--- src/rtl/infix_to_rpn.sv ---
// Shunting-yard converter: infix ASCII in, space-separated RPN ASCII out,
// terminated by '='. Input and output use a stb/ack byte handshake.
module infix_to_rpn #(
  parameter int STACK_DEPTH = 16,
  parameter int PTR_W       = 4
) (
  input  logic       clk,
  input  logic       reset,
  input  logic       in_stb,
  input  logic [7:0] in_char,
  output logic       in_ack,
  output logic       out_stb,
  output logic [7:0] out_char,
  input  logic       out_ack,
  output logic       error
);

  localparam logic [3:0] ST_IDLE       = 4'd0;
  localparam logic [3:0] ST_DECODE     = 4'd1;
  localparam logic [3:0] ST_EMIT_DIGIT = 4'd2;
  localparam logic [3:0] ST_EMIT_SEP   = 4'd3;
  localparam logic [3:0] ST_POP_OP     = 4'd4;
  localparam logic [3:0] ST_POP_SEP    = 4'd5;
  localparam logic [3:0] ST_PUSH       = 4'd6;
  localparam logic [3:0] ST_EMIT_EQ    = 4'd7;
  localparam logic [3:0] ST_ERR        = 4'd8;

  localparam logic [7:0] C_SPACE = 8'h20;
  localparam logic [7:0] C_LPAR  = 8'h28;
  localparam logic [7:0] C_RPAR  = 8'h29;
  localparam logic [7:0] C_MUL   = 8'h2A;
  localparam logic [7:0] C_PLUS  = 8'h2B;
  localparam logic [7:0] C_MINUS = 8'h2D;
  localparam logic [7:0] C_DIV   = 8'h2F;
  localparam logic [7:0] C_EQ    = 8'h3D;

  // Pointer is one bit wider than an index so "full" (== STACK_DEPTH) is representable.
  localparam logic [PTR_W:0] SP_FULL = (PTR_W+1)'(STACK_DEPTH);
  localparam logic [PTR_W:0] SP_ONE  = (PTR_W+1)'(1);

  logic [3:0]       state_reg;
  logic [7:0]       char_reg;
  logic             num_active_reg;
  logic [PTR_W:0]   sp_reg;
  logic [7:0]       stack_mem [STACK_DEPTH];
  logic             in_ack_reg;
  logic             out_stb_reg;
  logic [7:0]       out_char_reg;
  logic             error_reg;

  logic [PTR_W-1:0] top_idx;
  logic [PTR_W-1:0] push_idx;
  logic [7:0]       top_char;
  logic             stack_empty;
  logic             stack_full;
  logic             slot_free;
  logic             push_en;
  logic             char_is_digit;
  logic             char_is_special;
  logic [3:0]       cont_state;
  logic             cont_discard;

  // Binding strength of an operator; '(' and everything else rank 0.
  function automatic logic [1:0] prec_of(input logic [7:0] c);
    logic [1:0] p;
    p = 2'd0;
    if (c == C_MUL || c == C_DIV) p = 2'd2;
    else if (c == C_PLUS || c == C_MINUS) p = 2'd1;
    return p;
  endfunction

  // Low index bits wrap naturally: sp==STACK_DEPTH gives top index STACK_DEPTH-1.
  assign top_idx     = PTR_W'(sp_reg[PTR_W-1:0] - PTR_W'(1));
  assign push_idx    = sp_reg[PTR_W-1:0];
  assign top_char    = stack_mem[top_idx];
  assign stack_empty = (sp_reg == '0);
  assign stack_full  = (sp_reg == SP_FULL);
  // A new output byte may be loaded when the slot is empty or is being taken this edge.
  assign slot_free   = !out_stb_reg || out_ack;
  assign push_en     = (state_reg == ST_PUSH) && !stack_full;

  assign char_is_digit   = (char_reg >= 8'h30) && (char_reg <= 8'h39);
  assign char_is_special = (char_reg == C_PLUS) || (char_reg == C_MINUS) ||
                           (char_reg == C_MUL)  || (char_reg == C_DIV)   ||
                           (char_reg == C_LPAR) || (char_reg == C_RPAR)  ||
                           (char_reg == C_EQ);

  // Where the latched char goes once any separator/popped operator is out.
  always_comb begin
    cont_state   = ST_IDLE;
    cont_discard = 1'b0;
    case (char_reg)
      C_PLUS, C_MINUS, C_MUL, C_DIV: begin
        if (!stack_empty && top_char != C_LPAR &&
            prec_of(top_char) >= prec_of(char_reg))
          cont_state = ST_POP_OP;
        else
          cont_state = ST_PUSH;
      end
      C_LPAR: cont_state = ST_PUSH;
      C_RPAR: begin
        if (stack_empty) begin
          cont_state = ST_ERR;
        end else if (top_char == C_LPAR) begin
          cont_state   = ST_IDLE;
          cont_discard = 1'b1;
        end else begin
          cont_state = ST_POP_OP;
        end
      end
      C_EQ: begin
        if (stack_empty)
          cont_state = ST_EMIT_EQ;
        else if (top_char == C_LPAR)
          cont_state = ST_ERR;
        else
          cont_state = ST_POP_OP;
      end
      default: cont_state = ST_IDLE;
    endcase
  end

  // Operator stack storage; no reset needed, validity is tracked by sp_reg.
  always_ff @(posedge clk) begin
    if (push_en) stack_mem[push_idx] <= char_reg;
  end

  // Main conversion FSM with input/output handshakes.
  always_ff @(posedge clk) begin
    if (reset) begin
      state_reg      <= ST_IDLE;
      char_reg       <= 8'h00;
      num_active_reg <= 1'b0;
      sp_reg         <= '0;
      in_ack_reg     <= 1'b0;
      out_stb_reg    <= 1'b0;
      out_char_reg   <= 8'h00;
      error_reg      <= 1'b0;
    end else begin
      in_ack_reg <= 1'b0;
      if (out_stb_reg && out_ack) out_stb_reg <= 1'b0;

      case (state_reg)
        ST_IDLE: begin
          if (in_stb && !in_ack_reg) begin
            char_reg   <= in_char;
            in_ack_reg <= 1'b1;
            state_reg  <= ST_DECODE;
          end
        end

        ST_DECODE: begin
          if (char_is_digit) begin
            state_reg <= ST_EMIT_DIGIT;
          end else if (char_reg == C_SPACE || char_is_special) begin
            if (num_active_reg) begin
              state_reg <= ST_EMIT_SEP;
            end else begin
              state_reg <= cont_state;
              if (cont_state == ST_ERR) error_reg <= 1'b1;
              if (cont_discard) sp_reg <= sp_reg - SP_ONE;
            end
          end else begin
            state_reg <= ST_ERR;
            error_reg <= 1'b1;
          end
        end

        ST_EMIT_DIGIT: begin
          if (slot_free) begin
            out_stb_reg    <= 1'b1;
            out_char_reg   <= char_reg;
            num_active_reg <= 1'b1;
            state_reg      <= ST_IDLE;
          end
        end

        ST_EMIT_SEP: begin
          if (slot_free) begin
            out_stb_reg    <= 1'b1;
            out_char_reg   <= C_SPACE;
            num_active_reg <= 1'b0;
            state_reg      <= cont_state;
            if (cont_state == ST_ERR) error_reg <= 1'b1;
            if (cont_discard) sp_reg <= sp_reg - SP_ONE;
          end
        end

        ST_POP_OP: begin
          if (slot_free) begin
            out_stb_reg  <= 1'b1;
            out_char_reg <= top_char;
            sp_reg       <= sp_reg - SP_ONE;
            state_reg    <= ST_POP_SEP;
          end
        end

        ST_POP_SEP: begin
          if (slot_free) begin
            out_stb_reg  <= 1'b1;
            out_char_reg <= C_SPACE;
            state_reg    <= cont_state;
            if (cont_state == ST_ERR) error_reg <= 1'b1;
            if (cont_discard) sp_reg <= sp_reg - SP_ONE;
          end
        end

        ST_PUSH: begin
          if (stack_full) begin
            state_reg <= ST_ERR;
            error_reg <= 1'b1;
          end else begin
            sp_reg    <= sp_reg + SP_ONE;
            state_reg <= ST_IDLE;
          end
        end

        ST_EMIT_EQ: begin
          if (slot_free) begin
            out_stb_reg    <= 1'b1;
            out_char_reg   <= C_EQ;
            num_active_reg <= 1'b0;
            state_reg      <= ST_IDLE;
          end
        end

        ST_ERR: begin
          // Swallow input until '=' resynchronises the stream.
          error_reg      <= 1'b1;
          sp_reg         <= '0;
          num_active_reg <= 1'b0;
          if (in_stb && !in_ack_reg) begin
            in_ack_reg <= 1'b1;
            if (in_char == C_EQ) begin
              error_reg <= 1'b0;
              state_reg <= ST_IDLE;
            end
          end
        end

        default: state_reg <= ST_IDLE;
      endcase
    end
  end

  assign in_ack   = in_ack_reg;
  assign out_stb  = out_stb_reg;
  assign out_char = out_char_reg;
  assign error    = error_reg;

endmodule

--- config.mk ---
export PLATFORM = sky130hd
export DESIGN_NAME = infix_to_rpn
export DESIGN_NICKNAME = d
export VERILOG_FILES = /design/src/rtl/infix_to_rpn.sv
export SDC_FILE = /design/constraint.sdc
export NUM_CORES = 1
export LEC_CHECK = 0
export ABC_AREA = 0
export CORE_MARGIN = 5
export CORE_UTILIZATION = 60
export DETAILED_ROUTE_END_ITERATION = 16
export GPL_TIMING_DRIVEN = 0
export PLACE_DENSITY = 0.78
export SLEW_MARGIN = 10
export SYNTH_ARGS = -nofsm -noshare
export SYNTH_HDL_FRONTEND = slang
export SYNTH_SLANG_ARGS = --single-unit
export TNS_END_PERCENT = 5
--- constraint.sdc ---
create_clock -name clk -period 5.45 [get_ports clk]
set_input_delay 0.8175 -clock clk [delete_from_list [all_inputs] [get_ports clk]]
set_output_delay 0.8175 -clock clk [all_outputs]
set_load 0.005 [all_outputs]
# After elaboration in Yosys (flattened, before gate mapping)
# Memories as Yosys holds them, arrays and structs flattened.
# Index checks and enable logic that the tools add are counted.
dict set report word_totals {
  register_bits 29
  mem_bits_rw 128
  in_bits 12
  out_inout_bits 11
  memories 1
}
# name words width rd rd_ports_with_merged_regs wr line_no
set mem_list {}
lappend mem_list {stack_mem 16 8 1 0 1 45} ;# logic [7:0] stack_mem [STACK_DEPTH];
dict set report classes {
  n_addsub 3
  n_lt_le_gt_ge 3
  eq_ne 40
  mux 57
  bitwise 1
  n_reduce_logical 40
}
# cell n
set ops {}
lappend ops {{$eq A8 B6 Y1 const B} 14}
lappend ops {{$mux W4} 13}
lappend ops {{$mux W5} 7}
lappend ops {{$mux W8} 4}
lappend ops {{$pmux W8 S4} 1}
lappend ops {{$pmux W4 S7} 1}
lappend ops {{$pmux W5 S5} 1}
lappend ops {{$ne A2 B2 Y1 const B} 11}
lappend ops {{$mux W1} 21}
lappend ops {{$eq A4 B3 Y1 const B} 4}
lappend ops {{$pmux W4 S4} 1}
lappend ops {{$logic_or A1 B1 Y1} 11}
lappend ops {{$mux W2} 5}
lappend ops {{$reduce_and A5 Y1} 2}
lappend ops {{$reduce_or A2 Y1} 5}
lappend ops {{$eq A4 B2 Y1 const B} 2}
lappend ops {{$eq A4 B4 Y1 const B} 2}
lappend ops {{$ge A8 B6 Y1 const B} 1}
lappend ops {{$le A8 B6 Y1 const B} 1}
lappend ops {{$ne A8 B6 Y1 const B} 1}
lappend ops {{$reduce_bool A4 Y1} 2}
lappend ops {{$reduce_and A7 Y1} 1}
lappend ops {{$logic_and A1 B1 Y1} 6}
lappend ops {{$ne A2 B1 Y1 const B} 3}
lappend ops {{21 further kinds} 24}

# Depth between registers and ports, before layout
# Gate-level depths: netlist (run 1).
# An unclocked memory read counts as a cell.
dict set report logic_depth {
  depth_word 17
  ltp_mapped 19
  depth_no_buf 14
}

# Worst setup path after synthesis (run 1)
# No wires, ideal clock.
dict set report synth_path {
  path_kind {register to register}
  startpoint {register sp_reg[0]}
  endpoint {register state_reg[1]}
  arrival_time_ps 3596
  required_ps 5322
  setup_slack_ps 1726
  stages_incl_launch_ff 20
  path_buffers 5
  synth_period_minus_slack_ps 3724
  path_cell_list {dfxtp_1 > buf_6 > buf_6 > inv_2 > ha_1 > buf_2 > buf_4 > buf_2 > mux4_2 > mux2i_1 > nand4_1 > a22oi_4 > nand3_1 > ha_1 > inv_1 > a21boi_0 > o21ai_0 > a221o_1 > a31oi_1 > nor2_1}
}
dict set report synth_via {
  elab_chain_cells 15
  elab_cells_between_ends 26
}
# item line_no
set synth_lines {}
lappend synth_lines {{start: declaration} 44} ;# logic [PTR_W:0] sp_reg;
lappend synth_lines {{start signal: assignment} 161} ;# if (cont_discard) sp_reg <= sp_reg - SP_ONE;
lappend synth_lines {{start signal: assignment} 185} ;# if (cont_discard) sp_reg <= sp_reg - SP_ONE;
lappend synth_lines {{start signal: assignment} 193} ;# sp_reg <= sp_reg - SP_ONE;
lappend synth_lines {{$sub A4 B1 Y4} 73} ;# assign top_idx = PTR_W'(sp_reg[PTR_W-1:0] - PTR_W'(1));
lappend synth_lines {{$mem_v2 Z16 W8} -}
lappend synth_lines {{$eq A8 B6 Y1} 68} ;# else if (c == C_PLUS || c == C_MINUS) p = 2'd1;
lappend synth_lines {{$logic_or A1 B1 Y1} 68}
lappend synth_lines {{$mux W1} 68}
lappend synth_lines {{$mux W2} 67} ;# if (c == C_MUL || c == C_DIV) p = 2'd2;
lappend synth_lines {{$mux W2} 92} ;# case (char_reg)
lappend synth_lines {{$ge A2 B2 Y1} 95} ;# prec_of(top_char) >= prec_of(char_reg))
lappend synth_lines {{$logic_and A1 B1 Y1} 94} ;# if (!stack_empty && top_char != C_LPAR &&
lappend synth_lines {{$mux W2} 94}
lappend synth_lines {{$pmux W4 S4 (*)} 92}
lappend synth_lines {{$mux W4} 156} ;# if (num_active_reg) begin
lappend synth_lines {{$mux W4} 155} ;# end else if (char_reg == C_SPACE || char_is_special) begin
lappend synth_lines {{$mux W4} 153} ;# if (char_is_digit) begin
lappend synth_lines {{$pmux W4 S7 (*)} 143} ;# case (state_reg)
lappend synth_lines {{end signal: assignment} 159} ;# state_reg <= cont_state;
lappend synth_lines {{end signal: assignment} 183} ;# state_reg <= cont_state;
lappend synth_lines {{end signal: assignment} 202} ;# state_reg <= cont_state;
lappend synth_lines {{end: declaration} 41} ;# logic [3:0] state_reg;
# Mark *: on every way between the ends. The rest lies on a longest branch, timed or not. The select of a mux whose other input is x is not followed.
# A chain may end at the register's enable or synchronous reset.

# Worst setup path in the final report (run 1)
# Ends and elaborated chain as after synthesis.

==> run metrics, run 1 <==
synthesized area per cell 14.0 µm²; row count 40; Via density 6.32; Post-CTS Resized 0; # clock sinks 157; layout cells sized above 1 0.143; Hold/Removal Path Class flip-flop to flip-flop; routed wire length per instance 22.0 µm; Design Power 0.00287 W; Crit Path Max Fanout 10; layout net count 576; number of CTS-inserted buffers 17; final period utilization 0.840; status complete, no violations; Worst R2R Setup Slack 0.87 ns; DR pass1 iterations 6; Reg clk slew, reported paths 0.06 ns; Worst-Skew Late Latency 0.43 ns; fin cells 714; Global Route Usage Sum 0.232; FMAX 0.218 GHz; sequential share of the synthesized area 0.614; gr ovfl total 0; TNS Setup 0 ns; clock buffer depth 2; core area 11900 µm²; first-pass GRT wire length 24700 µm; initial antenna violation count 0; yosys warns 0; Post-synth EDFFs 128; ys async rst share 0; CTS tree built; synthesized flop and latch total 157; Placer Congestion 0.870; Cells after Synth 513; CP endpoint kind flip-flop; Relative slew margins 0.297; max-cap violations 0; Setup CP Type flip-flop to flip-flop; post-route setup slack 0.871 ns; ANT nets after route 0; CTS Hold Bufs 0; Area Growth Syn to Fin 13.6%; number of remaining DRC errors 0; WP data required 5.74 ns; main area contributors after synthesis edfxtp_1 53%, dfxtp_1 8.1%, mux2i_1 7.4%; Synth top area share 0.534; cell accounting for the most synthesized area edfxtp_1; ant diodes 0; root cell of the clock tree clkbuf_16; cell area after synthesis 7200 µm²; Die Span X 120 µm; 1st-iter DRT viols 455; Pleak 2.72 nW; prevailing post-synth register cell edfxtp_1; IO Count 23; vias in the first global route 4382; Die H 120 µm; setup bufs post-CTS 0; DP Worst Slack 0.936 ns; Tmin final 4.58 ns; endpoints failing setup 0; placed insts 682; top-count cell post-synth edfxtp_1; Critical Path Source Type flip-flop; max reg flops 128; RSZ-0062 raised after global routing no; largest net degree at the start of global routing 25; Least-Margin Pin Slew 1.04 ns; pwr/cell area 351 nW/µm²; Netlist cell types 64; Post-DP HPWL 10700 µm; H-tree depth 4; starting density of the core 0.605; max-slew violation count 0; vias 4512; Hold Vio Cnt, Final 0; Die Area 14300 µm²; routed wire length 15700 µm; Synth top cells by count 128 x edfxtp_1, 53 x mux2i_1, 45 x nor2_1, 29 x dfxtp_1, 24 x nand2_1; # port buffers 22; Peak VDD IR 0.284 mV; Data arrival, critical path 4.87 ns; syn_nets 535; final clock skew 0.00874 ns
[worst paths after layout]
check	from	end	cells after the start
setup reg to reg	sp_reg[0]$_SDFFE_PP0P_	state_reg[1]$_SDFFE_PP0P_	19
hold / removal	error$_SDFFE_PP0P_	error$_SDFFE_PP0P_	2
setup / recovery	sp_reg[0]$_SDFFE_PP0P_	state_reg[1]$_SDFFE_PP0P_	19
hold reg to reg	error$_SDFFE_PP0P_	error$_SDFFE_PP0P_	2
[stage by stage]
step            util  hold slack [ns]  instance area [µm²]
6_report       0.687            0.488                 8180
5_1_grt        0.687            0.516                 8180
4_1_cts        0.687            0.489                 8180
3_5_place_dp   0.639            0.481                 7610
3_3_place_gp   0.639            0.463                 7610
2_1_floorplan      -            0.463                 7200
[worst max-delay path: stages (launching register included)]
cell and delay (ns):
dfxtp_1 0.37, buf_6 0.20, buf_6 0.20, inv_2 0.16, ha_1 0.31, buf_2 0.18
buf_4 0.23, buf_2 0.30, mux4_2 0.34, mux2i_1 0.35, nand4_1 0.25, a22oi_4 0.33
nand3_1 0.11, ha_1 0.30, inv_1 0.03, a21boi_0 0.13, o21ai_0 0.09, a221o_1 0.30
a31oi_1 0.18, nor2_1 0.05
[final cells by class]
class / instances / area, µm²
clock inverters: 12 / 136
well taps: 147 / 184
multi-input cells: 314 / 2570
flip-flops and latches: 157 / 4420
repair buffers: 22 / 220
fillers: 853 / 3730
inverters: 16 / 60.1
plain buffers: 26 / 149
clock buffers: 20 / 437
[metal layers]
layer,track usage,part of all wire
met1,0.334,0.44
met2,0.355,0.48
met3,0.0533,0.068
met4,0.0730,0.014
met5,0,0
[placed cells by master, fill, tap and decap left out, types with 15 or more instances in the layout]
cell type        count
edfxtp_1           128
mux2i_1             53
nor2_1              45
dfxtp_1             29
nand2_1             24
mux4_2              22
clkdlybuf4s50_1     22
a21oi_1             19
clkbuf_1            18
clkbuf_16           17
inv_1               15
[power breakdown]
group / switching [W] / internal (W) / leakage (nW)
registers: 0.0000427 / 0.00133 / 1.42
logic: 0.000205 / 0.000148 / 1.04
clock network: 0.000474 / 0.000678 / 0.267
[kinds of logic (layout without fill, tap and decap cells)]
kind of cell               count (synthesis)  after routing  synth area share
DFF                                      157            157             0.614
and+or+nand+nor                          138            138            0.0971
muxes                                     83             83             0.155
AOI/OAI and AO/OA                         73             73            0.0719
buffers and inverters                     42             96            0.0290
adders and majority gates                 10             10            0.0184
xor gates and xnor gates                  10             10            0.0142
(Power assumes the default switching activity.)
==> run 2, diff against run 1 <==
- CORE_UTILIZATION: 60 -> 55
- PLACE_DENSITY: 0.78 -> 0.75
- clock period: 5.45 -> 3.98 ns (I/O delays scaled with it)
==> run 2 against run 1 <==
Via count up 0.11%. Critical endpoint unchanged. Sequential cell count is the same. Utilization down 2.9 points. Non-clock buffer count increased by 9. Largest power group unchanged. Worst setup slack lost 0.72 ns. Largest cell class unchanged. Global-route usage is 2.4 points lower. Highest routed layer unchanged.
==> run metrics, run 2 (synthesis gave the netlist of run 1 again) <==
vias in the first global route 4308 (was 4382); Switching Fraction 0.244 (was 0.251); Clock Power Share 0.396 (was 0.401); FMAX 0.261 GHz (was 0.218 GHz); placed insts 707 (was 682); most common cell after layout, fill and taps aside edfxtp_1 (unchanged); H-tree depth 4 (unchanged); Least-Margin Pin Slew 1.04 ns (about the same); Via density 6.04 (was 6.32); multi-input logic area 2600 µm² (was 2570 µm²); CP max stage delay 0.61 ns (was 0.37 ns); clock buffer depth 2 (unchanged); Die H 124 µm (was 120 µm); # clock sinks 157 (unchanged); CP endpoint kind flip-flop (unchanged); Hold Vio Cnt, Final 0 (unchanged); largest net degree at the start of global routing 25 (unchanged); Setup CP Type flip-flop to flip-flop (unchanged); IO Count 23 (unchanged); number of CTS-inserted buffers 17 (unchanged); gr ovfl total 0 (unchanged); vias 4517 (was 4512); Reg power frac 0.473 (was 0.476); row count 41 (was 40); CP most frequent cell ha_1; status complete, no violations (unchanged); Filler cells 965 (was 853); Comb power frac 0.132 (was 0.123); Hold/Removal Path Class flip-flop to flip-flop (unchanged); Tmin final 3.83 ns (was 4.58 ns); Critical Path Source Type flip-flop (unchanged); layout cells sized above 1 0.175 (was 0.143); final clock skew 0.00748 ns (was 0.00874 ns); busiest grt layer met2 (unchanged); pwr/cell area 474 nW/µm² (was 351 nW/µm²); initial antenna violation count 0 (unchanged); ant diodes 0 (unchanged); met3 Track Usage GR 0.0738 (was 0.0533); max-slew violation count 0 (unchanged); root cell of the clock tree clkbuf_16 (unchanged); Worst Hold Slack 0.472 ns (was 0.488 ns); Post-DP HPWL 10900 µm (was 10700 µm); # port buffers 22 (unchanged); ANT nets after route 0 (unchanged); Die Area 15500 µm² (was 14300 µm²); Crit Path Max Fanout 9 (was 10); core area 12700 µm² (was 11900 µm²); M2 GR Usage 0.316 (was 0.355); CTS tree built (unchanged); Global Route Usage Sum 0.208 (was 0.232); WP data required 4.27 ns (was 5.74 ns); CP cell instances buf_12 > inv_4 > ha_1 > buf_4 > clkinvlp_4 > mux4_2 > or3b_4 > a22oi_4 > nand3_1 > ha_1 > inv_1 > a21boi_0 > o21ai_0 > a221o_1 > a31oi_1 > nor2_1 (was buf_6 > buf_6 > inv_2 > ha_1 > buf_2 > buf_4 > buf_2 > mux4_2 > mux2i_1 > nand4_1 > a22oi_4 > nand3_1 > ha_1 > inv_1 > a21boi_0 > o21ai_0 > a221o_1 > a31oi_1 > nor2_1); DR pass1 iterations 5 (was 6); Placer Congestion 0.938 (was 0.870); routed wire length per instance 21.5 µm (was 22.0 µm); max-cap violations 0 (unchanged); Worst-Skew Late Latency 0.42 ns (was 0.43 ns); Die Span X 124 µm (was 120 µm); max reg flops 128 (unchanged); FF/Latch Area 4430 µm² (was 4420 µm²); first-pass GRT wire length 24400 µm (was 24700 µm); 1st-iter DRT viols 404 (was 455); Worst path slowest cell mux4_2 (was dfxtp_1); routed wire length 16100 µm (was 15700 µm); starting density of the core 0.566 (was 0.605); Cell Int Power 0.00300 W (was 0.00215 W); fin cells 748 (was 714); Data arrival, critical path 4.12 ns (was 4.87 ns); Reg clk slew, reported paths 0.06 ns (about the same); final period utilization 0.963 (was 0.840); number of remaining DRC errors 0 (unchanged); net switching component of the power 0.000968 W (was 0.000721 W); Pleak 2.79 nW (was 2.72 nW); Relative slew margins 0.297 (about the same); GR met1 Demand/Resource 0.291 (was 0.334); Peak VDD IR 0.465 mV (was 0.284 mV); commonest cells after routing, fill and taps aside 128 x edfxtp_1, 49 x mux2i_1, 45 x nor2_1 (was 128 x edfxtp_1, 53 x mux2i_1, 45 x nor2_1); endpoints failing setup 0 (unchanged); Area Growth Syn to Fin 16.2% (was 13.6%); layout net count 585 (was 576)
==> run 2: layout make-up <==
| type | instances | area share |
|---|---|---|
| flip-flops and latches | 157 | 0.529 |
| multi-input cells | 314 | 0.311 |
| clock buffers | 25 | 0.0652 |
| repair buffers | 32 | 0.0353 |
| well taps | 172 | 0.0257 |
| plain buffers | 25 | 0.0202 |
| inverters | 16 | 0.00792 |
| clock inverters | 7 | 0.00568 |
==> run 2: power by group through the flow <==
stage	clock network, W	logic [W]	registers (W)
3_3_place_gp	0	0.000465	0.00190
2_1_floorplan	0	0.000353	0.00188
6_report	0.00157	0.000522	0.00188
5_1_grt	0.00167	0.000560	0.00188
4_1_cts	0.00158	0.000490	0.00187
3_5_place_dp	0	0.000472	0.00191
==> run 2: worst max-delay path: cells and delay by family, from the launching register on <==
kind,cells,cell delay [ns]
AO/OA/AOI/OAI,5,0.83
multiplexers,1,0.61
flip-flops,1,0.35
adder cells (fa/ha/maj),2,0.61
AND/OR/NAND/NOR,3,0.62
buffers and inverters,5,0.67
==> run 2: worst paths after layout <==
check | endpoint | slack, ns | start | cells after the start
min reg2reg | error$_SDFFE_PP0P_ | 0.47 | error$_SDFFE_PP0P_ | 2
min | error$_SDFFE_PP0P_ | 0.47 | error$_SDFFE_PP0P_ | 2
max reg2reg | state_reg[1]$_SDFFE_PP0P_ | 0.15 | sp_reg[0]$_SDFFE_PP0P_ | 16
max | state_reg[1]$_SDFFE_PP0P_ | 0.15 | sp_reg[0]$_SDFFE_PP0P_ | 16
==> run 2: what timing repair did <==
action	CTS	global route
gates resized for setup	11	9
cloned	0	0
setup buffers	2	8
endpoints found under the setup margin	9	1
pin swaps	1	3
hold buffers	0	0
==> run 2: metrics by stage <==
stage / total power, W / TNS, ns / worst slack, ns / utilization / area, µm²
6_report: 0.00397 / 0 / 0.147 / 0.658 / 8370
4_1_cts: 0.00395 / 0 / 0.0170 / 0.651 / 8290
3_5_place_dp: 0.00238 / -1.95 / -0.727 / 0.600 / 7640
2_1_floorplan: 0.00223 / 0 / 0.256 / - / 7200
3_3_place_gp: 0.00237 / -1.36 / -0.685 / 0.600 / 7640
5_1_grt: 0.00411 / -0.0314 / -0.0314 / 0.658 / 8370
==> run 2: routing by layer <==
| layer | share of wire | vias to the layer above | wire [µm] |
|---|---|---|---|
| li1 | - | 2064 | - |
| met5 | 0 | - | 0 |
| met1 | 0.43 | 2243 | 6920 |
| met2 | 0.47 | 186 | 7540 |
| met4 | 0.013 | 0 | 208 |
| met3 | 0.087 | 24 | 1410 |
